**src/rtl/mode_sequencer_pkg.sv**
```systemverilog
// Shared mode encoding and helpers for the front-panel mode sequencer.
// Pure declarations: no timing, no flow control.
package mode_sequencer_pkg;

  typedef logic [1:0] mode_t;

  localparam logic [1:0] MODE_CLK12 = 2'b00;
  localparam logic [1:0] MODE_CLK24 = 2'b01;
  localparam logic [1:0] MODE_TIMER = 2'b10;
  localparam logic [1:0] MODE_STOPW = 2'b11;

  function automatic mode_t next_mode(input mode_t m);
    return mode_t'(m + 2'd1);
  endfunction

  function automatic logic [3:0] mode_onehot(input mode_t m);
    return 4'b0001 << m;
  endfunction

endpackage

```
**src/rtl/mode_sequencer_btn.sv**
```systemverilog
// Button conditioner: 2-flop sync, tick-based debounce, one-clk press pulse on rising level.
// Latency 2 clk + DEBOUNCE_MS ticks + 1 clk; no backpressure, a press is a single pulse.
module btn_debounce #(
  parameter int DEBOUNCE_MS = 20
) (
  input  logic clk,
  input  logic reset,
  input  logic tick_khz,
  input  logic btn_raw,
  output logic press
);

  localparam int CW = $clog2(DEBOUNCE_MS + 1);
  localparam logic [CW-1:0] CNT_MAX = CW'(DEBOUNCE_MS);

  logic [1:0]    sync_q, sync_d;
  logic          level_q, level_d;
  logic          level_prev_q, level_prev_d;
  logic          press_q, press_d;
  logic [CW-1:0] cnt_q, cnt_d, cnt_inc;

  always_comb begin
    sync_d       = {sync_q[0], btn_raw};
    level_d      = level_q;
    cnt_d        = cnt_q;
    cnt_inc      = (cnt_q == CNT_MAX) ? cnt_q : cnt_q + CW'(1);
    level_prev_d = level_q;
    press_d      = level_q & ~level_prev_q;
    // Any sample that agrees with the accepted level restarts the stability window.
    if (sync_q[1] == level_q) begin
      cnt_d = '0;
    end else if (tick_khz) begin
      if (cnt_inc == CNT_MAX) begin
        level_d = ~level_q;
        cnt_d   = '0;
      end else begin
        cnt_d = cnt_inc;
      end
    end
  end

  always_ff @(posedge clk or negedge reset) begin
    if (!reset) begin
      sync_q       <= '0;
      level_q      <= 1'b0;
      level_prev_q <= 1'b0;
      press_q      <= 1'b0;
      cnt_q        <= '0;
    end else begin
      sync_q       <= sync_d;
      level_q      <= level_d;
      level_prev_q <= level_prev_d;
      press_q      <= press_d;
      cnt_q        <= cnt_d;
    end
  end

  assign press = press_q;

endmodule

```
**src/rtl/mode_sequencer.sv**
```systemverilog
// Front-panel mode/run/clear sequencer with blinking timer alarm for the time-display mux.
// Outputs change 1 clk after a press pulse; no backpressure, presses lost to arbitration are dropped.
module mode_sequencer #(
  parameter int DEBOUNCE_MS = 20,
  parameter int ALARM_MS    = 5000,
  parameter int BLINK_MS    = 250
) (
  input  logic       clk,
  input  logic       reset,
  input  logic       tick_khz,
  input  logic       btn_mode,
  input  logic       btn_run,
  input  logic       btn_clear,
  input  logic       timer_zero,
  output logic [1:0] select,
  output logic [3:0] mode_led,
  output logic       timer_run,
  output logic       sw_run,
  output logic       clear_timer,
  output logic       clear_sw,
  output logic       alarm
);
  import mode_sequencer_pkg::*;

  localparam int AW = $clog2(ALARM_MS + 1);
  localparam int BW = $clog2(BLINK_MS + 1);
  localparam logic [AW-1:0] ALARM_MAX = AW'(ALARM_MS);
  localparam logic [BW-1:0] BLINK_MAX = BW'(BLINK_MS);

  logic          p_mode, p_run, p_clear, any_press, trigger;
  mode_t         mode_q, mode_d;
  logic          timer_run_q, timer_run_d;
  logic          sw_run_q, sw_run_d;
  logic          clear_timer_q, clear_timer_d;
  logic          clear_sw_q, clear_sw_d;
  logic          alarm_q, alarm_d;
  logic          alarm_act_q, alarm_act_d;
  logic          tz_q, tz_d;
  logic [AW-1:0] alarm_cnt_q, alarm_cnt_d, alarm_inc;
  logic [BW-1:0] blink_cnt_q, blink_cnt_d, blink_inc;

  btn_debounce #(.DEBOUNCE_MS(DEBOUNCE_MS)) u_db_mode (
    .clk(clk), .reset(reset), .tick_khz(tick_khz), .btn_raw(btn_mode), .press(p_mode)
  );
  btn_debounce #(.DEBOUNCE_MS(DEBOUNCE_MS)) u_db_run (
    .clk(clk), .reset(reset), .tick_khz(tick_khz), .btn_raw(btn_run), .press(p_run)
  );
  btn_debounce #(.DEBOUNCE_MS(DEBOUNCE_MS)) u_db_clear (
    .clk(clk), .reset(reset), .tick_khz(tick_khz), .btn_raw(btn_clear), .press(p_clear)
  );

  assign any_press = p_mode | p_run | p_clear;
  assign trigger   = timer_zero & ~tz_q & timer_run_q;
  assign alarm_inc = (alarm_cnt_q == ALARM_MAX) ? alarm_cnt_q : alarm_cnt_q + AW'(1);
  assign blink_inc = (blink_cnt_q == BLINK_MAX) ? blink_cnt_q : blink_cnt_q + BW'(1);

  always_comb begin
    mode_d        = mode_q;
    timer_run_d   = timer_run_q;
    sw_run_d      = sw_run_q;
    clear_timer_d = 1'b0;
    clear_sw_d    = 1'b0;
    alarm_d       = alarm_q;
    alarm_act_d   = alarm_act_q;
    alarm_cnt_d   = alarm_cnt_q;
    blink_cnt_d   = blink_cnt_q;
    tz_d          = timer_zero;

    if (alarm_act_q && any_press) begin
      // Any press while the alarm sounds only silences it.
      alarm_act_d = 1'b0;
      alarm_d     = 1'b0;
      alarm_cnt_d = '0;
      blink_cnt_d = '0;
    end else begin
      if (p_clear) begin
        case (mode_q)
          MODE_TIMER: clear_timer_d = ~timer_run_q;
          MODE_STOPW: begin
            sw_run_d   = 1'b0;
            clear_sw_d = 1'b1;
          end
          default: ;
        endcase
      end else if (p_run) begin
        case (mode_q)
          MODE_TIMER: begin
            if (timer_run_q)     timer_run_d = 1'b0;
            else if (!timer_zero) timer_run_d = 1'b1;
          end
          MODE_STOPW: sw_run_d = ~sw_run_q;
          default: ;
        endcase
      end else if (p_mode) begin
        mode_d = next_mode(mode_q);
      end

      if (alarm_act_q && tick_khz) begin
        if (alarm_inc == ALARM_MAX) begin
          alarm_act_d = 1'b0;
          alarm_d     = 1'b0;
          alarm_cnt_d = '0;
          blink_cnt_d = '0;
        end else begin
          alarm_cnt_d = alarm_inc;
          if (blink_inc == BLINK_MAX) begin
            alarm_d     = ~alarm_q;
            blink_cnt_d = '0;
          end else begin
            blink_cnt_d = blink_inc;
          end
        end
      end
    end

    if (trigger) begin
      timer_run_d = 1'b0;
      alarm_act_d = 1'b1;
      alarm_d     = 1'b1;
      alarm_cnt_d = '0;
      blink_cnt_d = '0;
    end
  end

  always_ff @(posedge clk or negedge reset) begin
    if (!reset) begin
      mode_q        <= MODE_CLK12;
      timer_run_q   <= 1'b0;
      sw_run_q      <= 1'b0;
      clear_timer_q <= 1'b0;
      clear_sw_q    <= 1'b0;
      alarm_q       <= 1'b0;
      alarm_act_q   <= 1'b0;
      alarm_cnt_q   <= '0;
      blink_cnt_q   <= '0;
      tz_q          <= 1'b0;
    end else begin
      mode_q        <= mode_d;
      timer_run_q   <= timer_run_d;
      sw_run_q      <= sw_run_d;
      clear_timer_q <= clear_timer_d;
      clear_sw_q    <= clear_sw_d;
      alarm_q       <= alarm_d;
      alarm_act_q   <= alarm_act_d;
      alarm_cnt_q   <= alarm_cnt_d;
      blink_cnt_q   <= blink_cnt_d;
      tz_q          <= tz_d;
    end
  end

  assign select      = mode_q;
  assign mode_led    = mode_onehot(mode_q);
  assign timer_run   = timer_run_q;
  assign sw_run      = sw_run_q;
  assign clear_timer = clear_timer_q;
  assign clear_sw    = clear_sw_q;
  assign alarm       = alarm_q;

endmodule

```
**config.mk**
```make
export PLATFORM = sky130hd
export DESIGN_NAME = mode_sequencer
export DESIGN_NICKNAME = d
export VERILOG_FILES = /design/src/rtl/mode_sequencer_pkg.sv /design/src/rtl/mode_sequencer_btn.sv /design/src/rtl/mode_sequencer.sv
export SDC_FILE = /design/constraint.sdc
export NUM_CORES = 1
export LEC_CHECK = 0
export CORE_AREA = 2 2 113 115
export DETAILED_ROUTE_END_ITERATION = 12
export DIE_AREA = 0 0 115 117
export PLACE_DENSITY = 0.55
export REMOVE_ABC_BUFFERS = 1
export SYNTH_ARGS = -nofsm -noshare
export SYNTH_HDL_FRONTEND = slang
export SYNTH_SLANG_ARGS = --single-unit
```
**constraint.sdc**
```tcl
create_clock -name clk -period 2.9 [get_ports clk]
set_input_delay 0.58 -clock clk [delete_from_list [all_inputs] [get_ports clk]]
set_output_delay 0.58 -clock clk [all_outputs]
set_load 0.1 [all_outputs]
```
# Word level (Yosys, flattened, before mapping)
# Cells that the tools add are included.
# totals
ff_bits,60
inputBits,7
wordCells,142
# classes
addsub,6
n_eq_ne,19
shift,1
muxes,49
bitwise_logic,23
reduce_logical,19
# op_table
operator,count
13-bit two-way mux,5
5-bit two-way mux,12
8-bit two-way mux,6
5-bit == test (second input constant),6
13-bit == test (second input constant),2
1-bit two-way mux,26
8-bit == test (second input constant),2
1-bit inverter,16
5-bit by 1-bit adder with 5-bit output (second input constant),3
13-bit by 1-bit adder with 13-bit output (second input constant),1
4-bit AND reduction,3
2-bit nonzero test,6
3-bit AND reduction,3
8-bit by 1-bit adder with 8-bit output (second input constant),1
2-bit inequality test (second input constant),4
3-bit nonzero test,2
1-bit bitwise AND,5
2-bit == test (second input constant),2
2-bit AND reduction,2
4-bit nonzero test,1
1-bit by 2-bit left shift with 4-bit output (first input constant),1
1-bit == test,3
2-bit by 1-bit adder with 2-bit output (second input constant),1
1-bit logical AND,2
1-bit OR,2

# Logic depth before layout (Yosys ltp)
# Gate-level depths: netlist of the first run.
# depth
depth_word,8
ltp_mapped,11

# Hierarchy
# Synthesis of the first run repeated with hierarchy kept, for this count alone.
# unflattened
cells_unflattened,412
area_unflattened_um2,3709.8
# by_module_without_submodules
module,instances,cells_per_inst,area_per_inst_um2,seq_area_each_um2
mode_sequencer,1,246,2044.5,750.7
btn_debounce (u_db_clear ...),2,56,555.5,250.2
btn_debounce (u_db_mode),1,54,554.3,250.2

# Least setup slack after synthesis of the first run
# Ideal clock, no wire load.
# synth_path
kind,flip-flop to flip-flop
startpoint,register mode_q[1] (netlist: select[1])
endpoint,register timer_run_q (netlist: timer_run)
arrival_time_ps,2632
required_ps,2761
slack_ps,129
path_stages_with_launch,5
path_buffers,0
path_cell_list,dfrtp_1 ha_1 nor4bb_1 xnor2_1 o22ai_1
# synth_via
elab_chain_len,3
# synth_lines
item,line,source
from (decl),mode_sequencer.sv:31,"mode_t mode_q, mode_d;"
from (signal assigned),mode_sequencer.sv:138,mode_q <= mode_d;
2-bit == test,mode_sequencer.sv:86,case (mode_q)
2-bit nonzero test (no line),-,
4-bit AND reduction (no line),-,
to (signal assigned),mode_sequencer.sv:139,timer_run_q <= timer_run_d;
to (decl),mode_sequencer.sv:32,"logic timer_run_q, timer_run_d;"
# Every way passes these cells.
# A chain may end at the register's enable or synchronous reset.

# Worst setup path in the final report of the first run
# layout_path
startpoint,register alarm_cnt_q[0]
endpoint,register blink_cnt_q[7]
# layout_via
elab_chain_len,7
word_cells_on_any_way,8
classes_between,1 x add/sub; 2 x eq/ne; 5 x mux
# layout_lines
item,line,source
from (decl),mode_sequencer.sv:39,"logic [AW-1:0] alarm_cnt_q, alarm_cnt_d, alarm_inc;"
from (signal assigned),mode_sequencer.sv:145,alarm_cnt_q <= alarm_cnt_d;
13-bit by 1-bit adder with 13-bit output or 13-bit == test (tied branches),mode_sequencer.sv:54,assign alarm_inc = (alarm_cnt_q == ALARM_MAX) ? alarm_cnt_q : alarm_cnt_q + AW'(1);
13-bit two-way mux *,mode_sequencer.sv:54,
13-bit == test *,mode_sequencer.sv:99,if (alarm_inc == ALARM_MAX) begin
8-bit two-way mux *,mode_sequencer.sv:99,
8-bit two-way mux *,mode_sequencer.sv:98,if (alarm_act_q && tick_khz) begin
8-bit two-way mux *,mode_sequencer.sv:69,if (alarm_act_q && any_press) begin
8-bit two-way mux *,mode_sequencer.sv:116,if (trigger) begin
to (signal assigned),mode_sequencer.sv:146,blink_cnt_q <= blink_cnt_d;
to (decl),mode_sequencer.sv:40,"logic [BW-1:0] blink_cnt_q, blink_cnt_d, blink_inc;"
# Mark *: on every way between the ends. The rest lies on a longest branch, timed or not. The select of a mux whose other input is x is not followed.

==> run_summary.xml, run 1 <==
<?xml version="1.0" encoding="UTF-8"?>
<metrics>
  <group name="clock_tree">
    <metric name="holdBufCountCts" unit="">0</metric>
    <metric name="cts-root-to-sink-buffers" unit="">2</metric>
    <metric name="htree_levels" unit="">3</metric>
    <metric name="ctsRootBufferMaster" unit="">clkbuf_16</metric>
    <metric name="cts.repair_timing.setup_buffer_count" unit="">0</metric>
    <metric name="clock_insertion_delay_worst_skew" unit="ns">0.32</metric>
    <metric name="clkTransAtPathRegs" unit="ns">0.06</metric>
    <metric name="cts_inserted_buffers" unit="">9</metric>
    <metric name="numClockSinks" unit="">60</metric>
    <metric name="post_cts_resize_count" unit="">0</metric>
    <metric name="tritoncts" unit="">yes</metric>
  </group>
  <group name="pwr">
    <metric name="ir_worst_vdd" unit="mV">0.333</metric>
    <metric name="fin_total_pwr" unit="µW">2850</metric>
    <metric name="total_leakage_power" unit="µW">0.00183</metric>
    <metric name="power.density" unit="mW/mm²">686</metric>
  </group>
  <group name="critical_path">
    <metric name="startpoint_type" unit="">flop</metric>
    <metric name="worst_ep_arrival_time" unit="ns">2.83</metric>
    <metric name="r2r_slack" unit="ns">0.27</metric>
    <metric name="timing.rr.start" unit="">alarm_cnt_q[0]</metric>
    <metric name="worstPathRequired" unit="ns">3.10</metric>
    <metric name="r2r_cells" unit="">8</metric>
    <metric name="critPathMaxFanout" unit="">9</metric>
    <metric name="critical_path.endpoint_type" unit="">flop</metric>
    <metric name="timing.setup.critical_path_class" unit="">flop to flop</metric>
    <metric name="critical_path.reg2reg.endpoint" unit="">blink_cnt_q[7]</metric>
  </group>
  <group name="floorplan">
    <metric name="start_util" unit="%">29.2</metric>
    <metric name="die_w" unit="µm">115</metric>
    <metric name="die_h" unit="µm">117</metric>
    <metric name="die-area" unit="mm²">0.0135</metric>
    <metric name="number_of_standard_cell_rows_in_the_floorplan" unit="">41</metric>
    <metric name="core" unit="mm²">0.0123</metric>
    <metric name="pin_count" unit="">18</metric>
  </group>
  <group name="route">
    <metric name="initialDrtViolationCount" unit="">138</metric>
    <metric name="ant_nets" unit="">0</metric>
    <metric name="wl" unit="µm">7470</metric>
    <metric name="route.detailed.vias_per_inst" unit="">5.14</metric>
    <metric name="drt_drc_violations_left" unit="">0</metric>
    <metric name="route.vias.total" unit="">2881</metric>
    <metric name="routedWlPerCell" unit="µm">13.3</metric>
    <metric name="drt_pre_antenna_iters" unit="">4</metric>
  </group>
  <group name="global_route">
    <metric name="number_of_global_route_vias_before_repair" unit="">2758</metric>
    <metric name="overflow" unit="">0</metric>
    <metric name="grt_pass1_wl" unit="µm">13100</metric>
    <metric name="initial_antenna_violation_count" unit="">0</metric>
    <metric name="grt_start_max_net_pins" unit="">27</metric>
    <metric name="global_routing_usage_summed_across_all_routing_layers" unit="%">12.2</metric>
  </group>
  <group name="logic_synthesis">
    <metric name="synthesis.instances" unit="">382</metric>
    <metric name="synth_top_cell_by_area" unit="">dfrtp_1</metric>
    <metric name="ys_top_cells_by_count" unit="">60 x dfrtp_1, 37 x nand2_1, 28 x nand3_1, 28 x nor2_1, 19 x inv_1</metric>
    <metric name="synth_warnings" unit="">0</metric>
    <metric name="dominantRegCellSynth" unit="">dfrtp_1</metric>
    <metric name="yosysMostFrequentCell" unit="">dfrtp_1</metric>
    <metric name="post_synth_design_cell_area" unit="mm²">0.00359</metric>
    <metric name="synth.lib_cells_used.distinct" unit="">65</metric>
    <metric name="average_cell_area_after_synthesis" unit="µm²">9.41</metric>
    <metric name="proportion_of_synthesized_flip_flops_having_asynchronous_set_or_reset" unit="%">100</metric>
    <metric name="synth_largest_type_area_fraction" unit="%">41.8</metric>
    <metric name="seq_area_frac_synth" unit="%">41.8</metric>
    <metric name="synth-edff-count" unit="">0</metric>
    <metric name="synth_seq_cells" unit="">60</metric>
    <metric name="synth.top_cells.by_area" unit="">dfrtp_1 42%, ha_1 4.9%, nand3_1 3.9%</metric>
  </group>
  <group name="place">
    <metric name="port_buffers" unit="">17</metric>
    <metric name="detailed_place_hpwl" unit="µm">5490</metric>
    <metric name="dp_worst_setup_slack" unit="ns">0.293</metric>
    <metric name="gpl_congestion" unit="">0.844</metric>
    <metric name="post-place-cells" unit="">544</metric>
  </group>
  <group name="timing">
    <metric name="total_neg_setup_slack" unit="ns">0</metric>
    <metric name="setup-violations-final" unit="">0</metric>
    <metric name="fin_worst_skew" unit="ns">0.00554</metric>
    <metric name="worst_slew_pin_slew" unit="ns">0.593</metric>
    <metric name="relSlewSlack" unit="%">59.9</metric>
    <metric name="fin_ws" unit="ns">0.269</metric>
    <metric name="grt_setup_unrepaired" unit="">false</metric>
    <metric name="fmax" unit="GHz">0.380</metric>
    <metric name="min_period" unit="ns">2.63</metric>
    <metric name="final_max_slew_viol_count" unit="">0</metric>
    <metric name="holdWs" unit="ns">0.208</metric>
    <metric name="finalCritPeriodShare" unit="%">90.7</metric>
    <metric name="timing.final.hold_violations" unit="">0</metric>
  </group>
  <group name="flow_run">
    <metric name="maxCapViolCount" unit="">0</metric>
  </group>
  <group name="cells_and_area">
    <metric name="n_antenna_cell" unit="">0</metric>
    <metric name="drive_gt1_share" unit="%">13.4</metric>
    <metric name="layout.cells.non_filler" unit="">560</metric>
    <metric name="final.fill_count" unit="">1267</metric>
    <metric name="area_delta_synth_final" unit="%">15.6</metric>
    <metric name="design.final.nets" unit="">426</metric>
  </group>
  <group name="hold_path">
    <metric name="worstHoldPathType" unit="">input pin to asynchronous set/reset pin</metric>
  </group>
  <group name="status">
    <metric name="status" unit="">finished clean</metric>
  </group>
</metrics>
[layout by cell type (no fill, tap or decap), drive strengths merged, types with 3 or more instances in the layout]
cell           instances
dfrtp                 60
nand2                 37
nand3                 30
nor2                  28
buf                   24
inv                   23
o21ai                 14
ha                    14
a21oi                 13
nor3                  12
xnor2                 12
clkbuf                 9
or3                    9
nor4                   9
mux2i                  8
nor2b                  7
xor2                   7
a31oi                  6
o31ai                  5
clkdlybuf4s50          5
and3                   4
nand3b                 4
nand4                  4
a221o                  4
a21o                   4
nand2b                 3
nor4b                  3
and3b                  3
nor3b                  3
o211ai                 3
a31o                   3
mux2                   3
and2                   3
or4                    3
[flip-flops by register name, summed over array words and instances (netlist names), 2 cells and up]
name / count
u_db_clear.cnt_q: 5
u_db_run.cnt_q: 5
select: 2
blink_cnt_q: 8
alarm_cnt_q: 13
u_db_run.sync_q: 2
u_db_mode.cnt_q: 5
u_db_clear.sync_q: 2
u_db_mode.sync_q: 2
[worst max path at each step]
stage | start | endpoint | cells after the start
6_report | alarm_cnt_q[0] | blink_cnt_q[7] | 8
2_1_floorplan | select[1] | timer_run | 4
5_1_grt | alarm_cnt_q[0] | blink_cnt_q[3] | 8
4_1_cts | alarm_cnt_q[0] | blink_cnt_q[7] | 8
3_3_place_gp | alarm_cnt_q[0] | blink_cnt_q[7] | 8
3_5_place_dp | alarm_cnt_q[0] | blink_cnt_q[7] | 8
[cells by family (layout without fill, tap and decap cells)]
group | count (synthesis) | count (layout) | share of synthesized area [%]
simple gates | 169 | 169 | 25.6
flops | 60 | 60 | 41.8
buf+inv | 36 | 64 | 5.78
mux | 11 | 11 | 3.17
compound gates | 73 | 73 | 14.1
xor+xnor | 19 | 19 | 4.63
fa+ha+maj | 14 | 14 | 4.87
[cell type report]
cell class                      instances  area (µm²)  share of cell area, %
Clock buffer                            9         225                   5.42
Clock inverter                          7        57.6                   1.39
Inverter                               19        71.3                   1.72
Multi-Input combinational cell        286        1880                   45.3
Sequential cell                        60        1500                   36.1
Tap cell                              150         188                   4.52
Timing Repair Buffer                   29         228                   5.48
[report_power, final]
part / switching, µW / internal, µW
Sequential: 220 / 949
Combinational: 374 / 309
Clock: 407 / 590
[per-stage QoR]
step,instance area [µm²],utilization [%]
floorplan,3460,-
global placement,3870,31.5
finish,4160,33.8
detailed placement,3870,31.5
CTS,4160,33.8
global route,4160,33.8
[critical path, stage by stage (launching register included)]
cell and delay [ns]:
dfrtp_1 0.50, ha_1 0.25, nand3_2 0.12, or4_4 0.56, xor2_1 0.20, nor2_1 0.10
and3_1 0.33, nor2_1 0.15, a221o_1 0.31
[routing by layer]
layer,vias to the layer above,wire [µm],global-route usage [%]
li1,1439,-,-
met1,1403,3400,15.1
met2,35,3800,20.9
met3,4,206,3.30
met4,0,59,3.69
met5,-,0,0
Power figures use the tool's default switching activity.
==> inputs of run 2 (changes only) <==
CORE_AREA = 2 2 88 90   (was 2 2 113 115)
CTS_CLUSTER_DIAMETER = 120   (was default)
DIE_AREA = 0 0 90 92   (was 0 0 115 117)
PLACE_DENSITY = 0.77   (was 0.55)
==> run 2 against run 1 <==
Sequential power barely moved. Clock skew grew 0.0020 ns. Utilization up 20 points. Non-clock buffer count down 2. Power fell by 6.2%. Sequential share of layout area up 1.1 points. Die area fell by 38%. Critical endpoint unchanged.
==> run_summary.xml, run 2 (synthesis results as in run 1) <==
<?xml version="1.0" encoding="UTF-8"?>
<metrics>
  <group name="status">
    <metric name="status" unit="">finished clean</metric>
  </group>
  <group name="route">
    <metric name="drt_pre_antenna_iters" unit="">4</metric>
    <metric name="route.detailed.vias_per_inst" unit="">5.66</metric>
    <metric name="routedWlPerCell" unit="µm">14.1</metric>
    <metric name="route.vias.total" unit="">2888</metric>
    <metric name="initialDrtViolationCount" unit="">145</metric>
    <metric name="wl" unit="µm">7190</metric>
    <metric name="ant_nets" unit="">0</metric>
    <metric name="drt_drc_violations_left" unit="">0</metric>
  </group>
  <group name="clock_tree">
    <metric name="cts.repair_timing.setup_buffer_count" unit="">0</metric>
    <metric name="post_cts_resize_count" unit="">0</metric>
    <metric name="cts_inserted_buffers" unit="">9</metric>
    <metric name="ctsRootBufferMaster" unit="">clkbuf_8</metric>
    <metric name="cts-root-to-sink-buffers" unit="">2</metric>
    <metric name="holdBufCountCts" unit="">0</metric>
    <metric name="htree_levels" unit="">3</metric>
    <metric name="tritoncts" unit="">yes</metric>
    <metric name="numClockSinks" unit="">60</metric>
    <metric name="clock_insertion_delay_worst_skew" unit="ns">0.33</metric>
    <metric name="clkTransAtPathRegs" unit="ns">0.07</metric>
  </group>
  <group name="global_route">
    <metric name="grt_pass1_wl" unit="µm">12400</metric>
    <metric name="global_routing_usage_summed_across_all_routing_layers" unit="%">18.2</metric>
    <metric name="overflow" unit="">0</metric>
    <metric name="grt_start_max_net_pins" unit="">36</metric>
    <metric name="initial_antenna_violation_count" unit="">0</metric>
    <metric name="number_of_global_route_vias_before_repair" unit="">2715</metric>
  </group>
  <group name="cells_and_area">
    <metric name="n_antenna_cell" unit="">0</metric>
    <metric name="largest_registers" unit="">alarm_cnt_q: 13 flops, blink_cnt_q: 8 flops</metric>
    <metric name="drive_gt1_share" unit="%">12.5</metric>
    <metric name="area_delta_synth_final" unit="%">12.1</metric>
    <metric name="final_cell_mix" unit="">60 x dfrtp_1, 37 x nand2_1, 28 x nor2_1, 28 x nand3_1, 20 x buf_4</metric>
    <metric name="layout.cells.non_filler" unit="">510</metric>
    <metric name="largest_reg_flops" unit="">13</metric>
    <metric name="top_register" unit="">alarm_cnt_q</metric>
    <metric name="layout.cells.most_common" unit="">dfrtp_1</metric>
    <metric name="layout.cell_area.non_filler" unit="mm²">0.00403</metric>
    <metric name="design.final.nets" unit="">424</metric>
  </group>
  <group name="pwr">
    <metric name="p_sw" unit="µW">910</metric>
    <metric name="power.density" unit="mW/mm²">664</metric>
    <metric name="clkPwrFrac" unit="%">30.7</metric>
    <metric name="power_frac_comb" unit="%">26.1</metric>
    <metric name="power.share.sequential" unit="%">43.2</metric>
    <metric name="cell_internal_pwr" unit="µW">1760</metric>
    <metric name="ir_worst_vdd" unit="mV">0.346</metric>
    <metric name="fin_total_pwr" unit="µW">2670</metric>
    <metric name="power.switching_fraction" unit="%">34.0</metric>
    <metric name="total_leakage_power" unit="µW">0.00179</metric>
  </group>
  <group name="floorplan">
    <metric name="core" unit="mm²">0.00745</metric>
    <metric name="die-area" unit="mm²">0.00828</metric>
    <metric name="die_h" unit="µm">92</metric>
    <metric name="number_of_standard_cell_rows_in_the_floorplan" unit="">32</metric>
    <metric name="pin_count" unit="">18</metric>
    <metric name="die_w" unit="µm">90</metric>
    <metric name="start_util" unit="%">48.3</metric>
  </group>
  <group name="timing">
    <metric name="final_max_slew_viol_count" unit="">0</metric>
    <metric name="fin_worst_skew" unit="ns">0.00751</metric>
    <metric name="relSlewSlack" unit="%">57.3</metric>
    <metric name="grt_setup_unrepaired" unit="">false</metric>
    <metric name="timing.final.hold_violations" unit="">0</metric>
    <metric name="finalCritPeriodShare" unit="%">93.8</metric>
    <metric name="fmax" unit="GHz">0.368</metric>
    <metric name="holdWs" unit="ns">0.247</metric>
    <metric name="setup-violations-final" unit="">0</metric>
    <metric name="worst_slew_pin_slew" unit="ns">0.632</metric>
    <metric name="total_neg_setup_slack" unit="ns">0</metric>
    <metric name="min_period" unit="ns">2.72</metric>
  </group>
  <group name="critical_path">
    <metric name="critPathMaxFanout" unit="">8</metric>
    <metric name="critical_path.endpoint_type" unit="">flop</metric>
    <metric name="worst_ep_arrival_time" unit="ns">2.93</metric>
    <metric name="critical-path-top-delay-family" unit="">simple AND/OR/NAND/NOR gates</metric>
    <metric name="crit_buf_inv" unit="">0</metric>
    <metric name="timing.setup.critical_path_class" unit="">flop to flop</metric>
    <metric name="critical_path_most_common_cell" unit="">nor2_1</metric>
    <metric name="worstPathRequired" unit="ns">3.11</metric>
    <metric name="timing.critical_path.cells" unit="">ha_1 &gt; nand3_2 &gt; or4_4 &gt; xor2_1 &gt; nor2_1 &gt; and3_1 &gt; nor2_1 &gt; a221o_1</metric>
    <metric name="critPathMaxStageDelay" unit="ns">0.56</metric>
    <metric name="cpMaxStageDelayCell" unit="">or4_4</metric>
    <metric name="r2r_slack" unit="ns">0.18</metric>
    <metric name="startpoint_type" unit="">flop</metric>
  </group>
  <group name="place">
    <metric name="port_buffers" unit="">17</metric>
    <metric name="post-place-cells" unit="">494</metric>
    <metric name="gpl_congestion" unit="">0.952</metric>
    <metric name="detailed_place_hpwl" unit="µm">5220</metric>
    <metric name="dpl_cell_area" unit="mm²">0.00381</metric>
  </group>
  <group name="flow_run">
    <metric name="maxCapViolCount" unit="">0</metric>
  </group>
  <group name="hold_path">
    <metric name="worstHoldPathType" unit="">input pin to asynchronous set/reset pin</metric>
  </group>
</metrics>
==> run 2: cell types whose count changed in the layout (fill, tap and decap cells not counted), sizes merged <==
cell,delta
buf,-2
inv,-4
bufinv,+2
clkbuf,+3
clkinvlp,-1
==> run 2: layout make-up <==
type | instances | area [µm²]
fillers | 694 | 3420
well taps | 102 | 128
multi-input cells | 286 | 1880
repair buffers | 27 | 225
flip-flops and latches | 60 | 1500
clock buffers | 12 | 145
clock inverters | 4 | 72.6
inverters | 19 | 71.3
==> run 2: worst reg2reg max path, cell delays in order, from the launching register on <==
cell	delay [ns]
dfrtp_1	0.44
ha_1	0.35
nand3_2	0.16
or4_4	0.56
xor2_1	0.20
nor2_1	0.10
and3_1	0.34
nor2_1	0.15
a221o_1	0.31
==> run 2: power by group through the flow <==
stage          Combinational, µW  Clock, µW  Sequential (µW)
2_1_floorplan                499          0             1140
3_3_place_gp                 666          0             1160
3_5_place_dp                 693          0             1160
4_1_cts                      698        844             1150
5_1_grt                      781        881             1180
6_report                     698        821             1150
==> run 2: final timing paths <==
kind	to	cells past startpoint	startpoint
setup / recovery	blink_cnt_q[7]	8	alarm_cnt_q[1]
hold / removal	alarm_cnt_q[4]	1	reset
setup reg to reg	blink_cnt_q[7]	8	alarm_cnt_q[1]
hold reg to reg	u_db_run.sync_q[1]	0	u_db_run.sync_q[0]
max in group asynchronous	alarm	2	reset
min in group clk	u_db_run.sync_q[1]	0	u_db_run.sync_q[0]
==> run 2: per-stage QoR <==
step | util [%] | setup WS, ns
after floorplan | - | 0.130
after global placement | 51.2 | 0.287
after detailed placement | 51.2 | 0.220
after CTS | 54.1 | 0.202
after global routing | 54.1 | 0.0117
final | 54.1 | 0.180
==> run 2: layer usage <==
metal | track usage (%) | vias to the layer above | routed length, µm
met4 | 6.03 | 0 | 95
met3 | 4.35 | 10 | 281
met2 | 30.3 | 57 | 3540
met1 | 23.6 | 1391 | 3280
met5 | 0 | - | 0
li1 | - | 1430 | -
